$ cat config.mk
export PLATFORM = sky130hd
export DESIGN_NAME = pe_array_feeder
export DESIGN_NICKNAME = d
export VERILOG_FILES = /design/src/rtl/pe_array_feeder.sv
export SDC_FILE = /design/constraint.sdc
export NUM_CORES = 1
export LEC_CHECK = 0
export ABC_AREA = 1
export CORE_MARGIN = 4
export CORE_UTILIZATION = 45
export DETAILED_ROUTE_END_ITERATION = 6
export GPL_TIMING_DRIVEN = 0
export RECOVER_POWER = 50
export SLEW_MARGIN = 40
export SYNTH_ARGS = -nofsm -noshare
export SYNTH_HDL_FRONTEND = slang
export SYNTH_SLANG_ARGS = --single-unit
$ cat constraint.sdc
create_clock -name clk_in -period 3.1 [get_ports clk_in]
set_input_delay 0.465 -clock clk_in [delete_from_list [all_inputs] [get_ports clk_in]]
set_output_delay 0.465 -clock clk_in [all_outputs]
set_load 0.01 [all_outputs]
$ cat src/rtl/pe_array_feeder.sv
// rtl/pe_array_feeder.sv - tile loader, interleaved streamer and psum collector for PE_array
//
// Purpose: buffers NPAIR weight and NPAIR activation words, pulses the PE_array
// active-low reset for one cycle, streams W0,A0,W1,A1,... on pe_data_out, samples
// the three row psums at fixed offsets after the last word, and returns them one
// per handshake on the result port.
//
// Ports:
//   clk_in, rst_in                       clock / async active-low reset
//   w_valid_in, w_ready_out, w_data_in   weight word input handshake
//   a_valid_in, a_ready_out, a_data_in   activation word input handshake
//   pe_rst_out, pe_data_out              PE_array reset and data stream
//   psum_row_0_in..psum_row_2_in         PE_array row psums
//   res_valid_out, res_ready_in,
//   res_data_out, res_row_out            captured psum result handshake
//   busy_out                             high outside LOAD
module pe_array_feeder #(
    parameter int WORD_W  = 27,
    parameter int PSUM_W  = 14,
    parameter int NPAIR   = 6,
    parameter int LAT     = 3,
    parameter int ROW_GAP = 2
) (
    input  logic              clk_in,
    input  logic              rst_in,
    input  logic              w_valid_in,
    output logic              w_ready_out,
    input  logic [WORD_W-1:0] w_data_in,
    input  logic              a_valid_in,
    output logic              a_ready_out,
    input  logic [WORD_W-1:0] a_data_in,
    output logic              pe_rst_out,
    output logic [WORD_W-1:0] pe_data_out,
    input  logic [PSUM_W-1:0] psum_row_0_in,
    input  logic [PSUM_W-1:0] psum_row_1_in,
    input  logic [PSUM_W-1:0] psum_row_2_in,
    output logic              res_valid_out,
    input  logic              res_ready_in,
    output logic [PSUM_W-1:0] res_data_out,
    output logic [1:0]        res_row_out,
    output logic              busy_out
);

    localparam int CW = $clog2(2*NPAIR+1);
    localparam int TW = $clog2(LAT+2*ROW_GAP+1);
    localparam int IW = (NPAIR > 1) ? $clog2(NPAIR) : 1;

    localparam logic [CW-1:0] CNT_FULL = CW'(NPAIR);
    localparam logic [CW-1:0] S_LAST   = CW'(2*NPAIR-1);
    localparam logic [TW-1:0] T_ROW0   = TW'(LAT);
    localparam logic [TW-1:0] T_ROW1   = TW'(LAT+ROW_GAP);
    localparam logic [TW-1:0] T_ROW2   = TW'(LAT+2*ROW_GAP);

    typedef enum logic [2:0] {
        S_LOAD,
        S_PRST,
        S_STREAM,
        S_DRAIN,
        S_OUT
    } state_t;

    state_t            r_state;
    state_t            w_state_nxt;
    logic [CW-1:0]     r_w_cnt, r_a_cnt, r_s;
    logic [CW-1:0]     w_w_cnt_nxt, w_a_cnt_nxt, w_s_nxt;
    logic [TW-1:0]     r_t, w_t_nxt;
    logic [1:0]        r_row;
    logic [PSUM_W-1:0] r_cap0, r_cap1, r_cap2;
    logic [WORD_W-1:0] r_wbuf [NPAIR];
    logic [WORD_W-1:0] r_abuf [NPAIR];

    logic              r_w_ready, r_a_ready, r_pe_rst, r_res_valid, r_busy;
    logic [WORD_W-1:0] r_pe_data, w_word_nxt;
    logic [PSUM_W-1:0] r_res_data;
    logic [IW-1:0]     w_idx;
    logic              w_w_acc, w_a_acc, w_res_hs;

    // Readies are registered and already 0 outside LOAD, so a valid there is ignored.
    assign w_w_acc  = r_w_ready && w_valid_in;
    assign w_a_acc  = r_a_ready && a_valid_in;
    assign w_res_hs = r_res_valid && res_ready_in;

    always_comb begin
        w_state_nxt = r_state;
        w_w_cnt_nxt = r_w_cnt;
        w_a_cnt_nxt = r_a_cnt;
        w_s_nxt     = r_s;
        w_t_nxt     = r_t;
        case (r_state)
            S_LOAD: begin
                if (w_w_acc) w_w_cnt_nxt = r_w_cnt + 1'b1;
                if (w_a_acc) w_a_cnt_nxt = r_a_cnt + 1'b1;
                if (r_w_cnt == CNT_FULL && r_a_cnt == CNT_FULL) w_state_nxt = S_PRST;
            end
            S_PRST: begin
                w_s_nxt     = '0;
                w_state_nxt = S_STREAM;
            end
            S_STREAM: begin
                w_s_nxt = r_s + 1'b1;
                w_t_nxt = TW'(1);
                if (r_s == S_LAST) w_state_nxt = S_DRAIN;
            end
            S_DRAIN: begin
                w_t_nxt = r_t + 1'b1;
                if (r_t == T_ROW2) w_state_nxt = S_OUT;
            end
            S_OUT: begin
                if (w_res_hs && r_row == 2'd2) begin
                    w_state_nxt = S_LOAD;
                    w_w_cnt_nxt = '0;
                    w_a_cnt_nxt = '0;
                end
            end
            default: w_state_nxt = S_LOAD;
        endcase
    end

    // The word shown during stream step s is registered on the edge entering that step,
    // so the lookup uses the next step index; even steps are weights, odd activations.
    always_comb begin
        w_idx      = IW'(w_s_nxt >> 1);
        w_word_nxt = '0;
        if (w_state_nxt == S_STREAM) begin
            w_word_nxt = w_s_nxt[0] ? r_abuf[w_idx] : r_wbuf[w_idx];
        end
    end

    always_ff @(posedge clk_in) begin
        if (w_w_acc) r_wbuf[IW'(r_w_cnt)] <= w_data_in;
        if (w_a_acc) r_abuf[IW'(r_a_cnt)] <= a_data_in;
    end

    always_ff @(posedge clk_in or negedge rst_in) begin
        if (!rst_in) begin
            r_state     <= S_LOAD;
            r_w_cnt     <= '0;
            r_a_cnt     <= '0;
            r_s         <= '0;
            r_t         <= '0;
            r_row       <= '0;
            r_cap0      <= '0;
            r_cap1      <= '0;
            r_cap2      <= '0;
            r_w_ready   <= 1'b0;
            r_a_ready   <= 1'b0;
            r_pe_rst    <= 1'b0;
            r_pe_data   <= '0;
            r_res_valid <= 1'b0;
            r_res_data  <= '0;
            r_busy      <= 1'b0;
        end else begin
            r_state   <= w_state_nxt;
            r_w_cnt   <= w_w_cnt_nxt;
            r_a_cnt   <= w_a_cnt_nxt;
            r_s       <= w_s_nxt;
            r_t       <= w_t_nxt;
            r_w_ready <= (w_state_nxt == S_LOAD) && (w_w_cnt_nxt < CNT_FULL);
            r_a_ready <= (w_state_nxt == S_LOAD) && (w_a_cnt_nxt < CNT_FULL);
            r_pe_rst  <= (w_state_nxt != S_PRST);
            r_busy    <= (w_state_nxt != S_LOAD);
            r_pe_data <= w_word_nxt;

            if (r_state == S_DRAIN) begin
                if (r_t == T_ROW0) r_cap0 <= psum_row_0_in;
                if (r_t == T_ROW1) r_cap1 <= psum_row_1_in;
                if (r_t == T_ROW2) r_cap2 <= psum_row_2_in;
            end

            // cap0 is already settled when DRAIN ends, so row 0 can be presented at once.
            if (r_state == S_DRAIN && w_state_nxt == S_OUT) begin
                r_res_valid <= 1'b1;
                r_row       <= 2'd0;
                r_res_data  <= r_cap0;
            end else if (w_res_hs) begin
                if (r_row == 2'd2) begin
                    r_res_valid <= 1'b0;
                    r_row       <= 2'd0;
                    r_res_data  <= '0;
                end else begin
                    r_row      <= r_row + 1'b1;
                    r_res_data <= (r_row == 2'd0) ? r_cap1 : r_cap2;
                end
            end
        end
    end

    assign w_ready_out   = r_w_ready;
    assign a_ready_out   = r_a_ready;
    assign pe_rst_out    = r_pe_rst;
    assign pe_data_out   = r_pe_data;
    assign res_valid_out = r_res_valid;
    assign res_data_out  = r_res_data;
    assign res_row_out   = r_row;
    assign busy_out      = r_busy;

endmodule

# Word-level counts from Yosys, hierarchy flattened
# Memory sizes are Yosys's and may differ from the RTL's.
# Cells that the tools add are included.
[totals]
reg_bits = 108
ramBits = 324
input_bits = 101
wordCells = 87
n_memories = 2
[mem_list]
columns = ["name", "words", "word_bits", "read_ports", "rd_ports_with_merged_regs", "write_ports", "line", "rtl"]
rows = [
  ["r_abuf", 6, 27, 1, 0, 1, "70", "logic [WORD_W-1:0] r_abuf [NPAIR];"],
  ["r_wbuf", 6, 27, 1, 0, 1, "69", "logic [WORD_W-1:0] r_wbuf [NPAIR];"],
]
[classes]
n_addsub = 5
magnitude_cmp = 2
eq_ne = 14
muxes = 29
n_reduce_logical = 19
[op_table]
columns = ["cell", "n"]
rows = [
  ["two-way mux 14 bit", 4],
  ["two-way mux 27 bit", 2],
  ["one-hot mux 4 bit (2 select lines)", 3],
  ["two-way mux 4 bit", 4],
  ["one-hot mux 3 bit (5 select lines)", 1],
  ["adder 4 x 1 -> 4 bit (second input constant)", 3],
  ["equality test 3 x 2 -> 1 bit (second input constant)", 4],
  ["equality test 3 bit (second input constant)", 4],
  ["two-way mux 3 bit", 4],
  ["equality test 4 x 3 -> 1 bit (second input constant)", 2],
  ["logical AND 1 bit", 8],
  ["< comparator 4 x 3 -> 1 bit (second input constant)", 2],
  ["AND reduction 2 bit", 4],
  ["two-way mux 1 bit", 7],
  ["zero test 3 bit", 2],
  ["two-way mux 2 bit", 3],
  ["one-hot mux 3 bit (2 select lines)", 1],
  ["nonzero test 2 bit", 3],
  ["equality test 4 bit (second input constant)", 1],
  ["adder 3 x 1 -> 3 bit (second input constant)", 1],
  ["equality test 3 x 1 -> 1 bit (second input constant)", 1],
  ["inequality test 3 x 1 -> 1 bit (second input constant)", 1],
  ["nonzero test 3 bit", 1],
  ["adder 2 x 1 -> 2 bit (second input constant)", 1],
  ["2 further kinds", 2],
]

# Logic depth before layout (Yosys ltp)
[logic_depth]
word_depth = 8
ltp_mapped = 14
mapped_depth_nobuf = 12

# Worst setup path after synthesis
# OpenSTA, ideal clock, no wires.
[synth_timing]
kind = "input-to-reg"
start = "in a_valid_in"
end = "mem r_abuf[1][0] (enable)"
arrival_ns = 1.848
required_time_ns = 2.689
slack_ns = 0.841
path_stages = 4
n_path_buf = 0
cell_sequence = "nand2_1 -> nor2_1 -> inv_1 -> nor2_1"
[synth_between]
elab_chain_len = 3
[synth_lines]
columns = ["element", "line", "rtl"]
rows = [
  ["from (decl)", "29", "input logic a_valid_in,"],
  ["logical AND 1 bit", "80", "assign w_a_acc = r_a_ready && a_valid_in;"],
  ["two-way mux 1 bit", "131", "if (w_a_acc) r_abuf[IW'(r_a_cnt)] <= a_data_in;"],
  ["two-way mux 1 bit (not written as such)", "131", ""],
  ["to (decl)", "70", ""],
]
# Every way passes these cells.

# Final worst setup path
[layout_timing]
start = "reg r_state[2]"
end = "reg r_pe_data[21] (netlist: pe_data_out[21])"
[layout_between]
elab_chain_len = 5
elab_cells_between_ends = 16
[layout_lines]
columns = ["element", "line", "rtl"]
rows = [
  ["from (decl)", "62", "state_t r_state;"],
  ["from (signal assigned)", "153", "r_state <= w_state_nxt;"],
  ["equality test 3 x 2 -> 1 bit / equality test 3 x 1 -> 1 bit (equally long branches)", "89", "case (r_state)"],
  ["one-hot mux 4 bit (2 select lines)", "89", ""],
  ["memory (6 x 27 bit) (on tied branches)", "--", ""],
  ["two-way mux 27 bit", "125", "w_word_nxt = w_s_nxt[0] ? r_abuf[w_idx] : r_wbuf[w_idx];"],
  ["two-way mux 27 bit *", "124", "if (w_state_nxt == S_STREAM) begin"],
  ["via w_word_nxt[21]", "73", "logic [WORD_W-1:0] r_pe_data, w_word_nxt;"],
  ["to (signal assigned)", "162", "r_pe_data <= w_word_nxt;"],
  ["to (decl)", "73", ""],
]
# The timed path passes the listed nets; every way through them passes the cells marked *.
# A chain may end at the register's enable or synchronous reset.

==> flow_metrics.env <==
export IMPL_cp_data_arrival_time_ns=3.13
export IMPL_cpPeakStageDelay_ns=0.54
export IMPL_fin_util_pct=56.6
export IMPL_synth_ff_type="edfxtp_1"
export IMPL_failed_checks="max-capacitance violations, max-slew violations"
export IMPL_grt_remaining_overflow=0
export IMPL_place_area_um2=20600
export IMPL_routedWlPerCell_um=19.8
export IMPL_yosysSeqAreaShare_pct=69.1
export IMPL_synth_common_cells="nand2_1 (513), edfxtp_1 (324), nand3_1 (262)"
export IMPL_syn_instance_count=1659
export IMPL_placedCellCount=2341
export IMPL_fp_row_count=72
export IMPL_synth_seq_cells=432
export IMPL_power_switching_mw=4.64
export IMPL_clkPwrFrac_pct=35.3
export IMPL_synth_most_common_cell="nand2_1"
export IMPL_fill_cells=3378
export IMPL_core_area_um2=39100
export IMPL_finalHoldViolCount=0
export IMPL_drc_errors=0
export IMPL_endpoint_kind="flip-flop"
export IMPL_relSlewSlack_pct=-52.0
export IMPL_avgSynthCellArea_um2=10.8
export IMPL_antenna_found_initial=2
export IMPL_swShare_pct=28.8
export IMPL_p_seq_share_pct=44.4
export IMPL_cts_max_level=2
export IMPL_critPathLaunchType="flip-flop"
export IMPL_setup_viol=0
export IMPL_crit_slowest_cell="clkbuf_1"
export IMPL_first_iter_violations=1081
export IMPL_ios=149
export IMPL_synth_edf_count=324
export IMPL_cts_setup_buffers=0
export IMPL_fin_area_um2=22100
export IMPL_worstHoldPathType="input port to flip-flop"
export IMPL_skew_ns=0.0181
export IMPL_clk_latency_ns=0.57
export IMPL_critPathMaxFanout=10
export IMPL_dpl_worst_slack_ns=0.491
export IMPL_worstSetupPathType="flip-flop to flip-flop"
export IMPL_grt_pass1_wl_um=73700
export IMPL_synth_distinct_cells=30
export IMPL_insertedDiodeCount=0
export IMPL_path_common_cell="nand2_1"
export IMPL_max_cap_violations=1
export IMPL_ant_nets=0
export IMPL_dieHeight_um=208
export IMPL_syn2layout_area_growth_pct=23.1
export IMPL_via_per_inst=5.20
export IMPL_worstPathCellList="inv_1 > nand3_2 > nand2_1 > nand2_1 > nand2_1 > clkbuf_1 > nand2_1 > nand3_1 > nand2_1 > inv_1 > nand2_1 > nand2_1 > nor2_1"
export IMPL_async_flop_share_pct=25.0
export IMPL_synth_area_leaders="edfxtp_1 (54%), dfrtp_1 (15%), nand2_1 (11%)"
export IMPL_layout_setup_ws_ns=0.393
export IMPL_vdd_drop_max_mv=0.472
export IMPL_synth_area_leader_cell="edfxtp_1"
export IMPL_die_area_um2=43200
export IMPL_fin_crit_ns=2.71
export IMPL_clk_pin_slew_ns=0.06
export IMPL_status="complete, but fails checks"
export IMPL_yosys_warnings=0
export IMPL_critPathRequiredTime_ns=3.52
export IMPL_power_leakage_nw=9.29
export IMPL_finalWeightedCongestion=0.836
export IMPL_initial_core_util_pct=46.0
export IMPL_grt_pass1_vias=12500
export IMPL_routed_wirelength_um=48200
export IMPL_dieWidth_um=208
export IMPL_cts_tree="yes"
export IMPL_synth_top_cell_area_share_pct=54.1
export IMPL_clockBufferDepth=3
export IMPL_rsz0062_at_grt="no"
export IMPL_via_count=12600
export IMPL_timing_fmax_ghz=0.369
export IMPL_drive_above_1_share_pct=9.68
export IMPL_fin_hold_ws_ns=0.438
export IMPL_firstDrtPassIters=5
export IMPL_syn_cell_area_um2=18000
export IMPL_fin_cells=2430
export IMPL_numCtsBuffers=47
export IMPL_p_comb_share_pct=20.3
export IMPL_grt_start_max_net_pins=61
export IMPL_synth_net_count=1769
export IMPL_cts_root_buf="clkbuf_16"
export IMPL_power_per_cell_area_nw_per_um2=726
export IMPL_hpwl_um=33200
export IMPL_grt_usage_pct=22.0
export IMPL_timing_final_crit_share_pct=87.3
export IMPL_clkSinkCount=432
export IMPL_portBuffers=148
export IMPL_nNetsFinal=1983
export IMPL_maxSlewViolCount=49
export IMPL_worst_pin_slew_ns=2.28
export IMPL_p_int_mw=11.4
## worst max-delay path, delay by kind of cell, from the launching register on
family        cells  cell delay, ns
buf+inv           3            0.77
flops             1            0.43
simple gates     10            1.33
## cell type report
class	count	area (um2)	area share [%]
Sequential cell	432	12400	56.2
Buffer	75	402	1.81
Timing Repair Buffer	165	1860	8.41
Clock inverter	29	298	1.35
Clock buffer	59	1270	5.74
Multi-Input combinational cell	944	4440	20.1
Inverter	208	781	3.53
Tap cell	518	648	2.93
## power by group through the flow
stage	Combinational [mW]	Sequential [mW]	Clock, mW
finish	3.27	7.14	5.67
global route	3.58	7.19	6.03
CTS	3.31	7.14	5.76
detailed placement	3.28	7.25	0
global placement	3.02	7.27	0
floorplan	1.62	7.28	0
## placed cells by master (no fill, tap or decap), types with 2 or more instances in the layout
cell and count:
o211ai_1 14, dlygate4sd3_1 55, bufinv_16 6, nor3b_1 2
buf_6 3, nand4_1 5, edfxtp_1 324, ha_1 9
o22ai_1 7, clkbuf_8 5, a32oi_1 4, clkinv_2 10
buf_2 27, a21oi_1 15, o21ai_0 17, buf_8 4
nor3_1 3, clkbuf_1 27, buf_16 11, clkinv_1 10
nor2_4 11, nor2_1 45, inv_6 3, mux2_2 28
inv_1 201, clkbuf_16 47, dfrtp_1 108, nand3_1 262
clkdlybuf4s50_1 93, buf_4 17, buf_1 9, nand3_2 4
nand2_1 513, inv_2 6
## final timing paths
kind,end,cells past startpoint,startpoint,slack (ns)
worst min register to register,r_cap2[10],2,r_cap2[10],0.49
worst max register to register,pe_data_out[21],13,r_state[2],0.39
min in group asynchronous,r_cap0[8],2,rst_in,1.15
max in group asynchronous,res_data_out[12],2,rst_in,0.65
worst min-delay path,r_cap2[11],3,psum_row_2_in[11],0.44
worst max-delay path,pe_data_out[21],13,r_state[2],0.39
## through the flow
stage / setup TNS [ns] / total power [mW]
2_1_floorplan: 0 / 8.90
3_3_place_gp: -539.51 / 10.3
3_5_place_dp: 0 / 10.5
4_1_cts: 0 / 16.2
5_1_grt: 0 / 16.8
6_report: 0 / 16.1
## state kept, by name, indices dropped and copies added, names as in the netlist, 2 cells and up
| register | cells |
|---|---|
| pe_data_out | 27 |
| r_abuf | 162 |
| r_t | 3 |
| r_cap0 | 14 |
| r_state | 3 |
| r_cap1 | 14 |
| r_s | 4 |
| r_w_cnt | 4 |
| res_row_out | 2 |
| r_a_cnt | 4 |
| r_cap2 | 14 |
| res_data_out | 14 |
| r_wbuf | 162 |
## per-layer routing
| layer | vias up | wire (um) | global-route usage, % |
|---|---|---|---|
| li1 | 5936 | - | - |
| met4 | 0 | 1390 | 7.36 |
| met1 | 6148 | 21300 | 31.7 |
| met3 | 94 | 2970 | 2.71 |
| met5 | - | 0 | 0 |
| met2 | 465 | 22500 | 35.3 |
## what timing repair did
action,4_1_cts,5_1_grt
hold endpoints to repair,48,0
hold buffers,1,0
setup endpoints to repair,0,0
resized for setup,0,0
## logic make-up (layout without fill, tap and decap cells)
family	after synthesis	count (layout)	synth area share, %
compound gates	59	59	2.00
flops	432	432	69.1
buf+inv	283	536	6.58
mux	28	28	1.75
fa+ha+maj	9	9	0.626
simple gates	847	847	19.9
xor+xnor	1	1	0.0487
No activity file was read; power rests on OpenSTA's default activity.
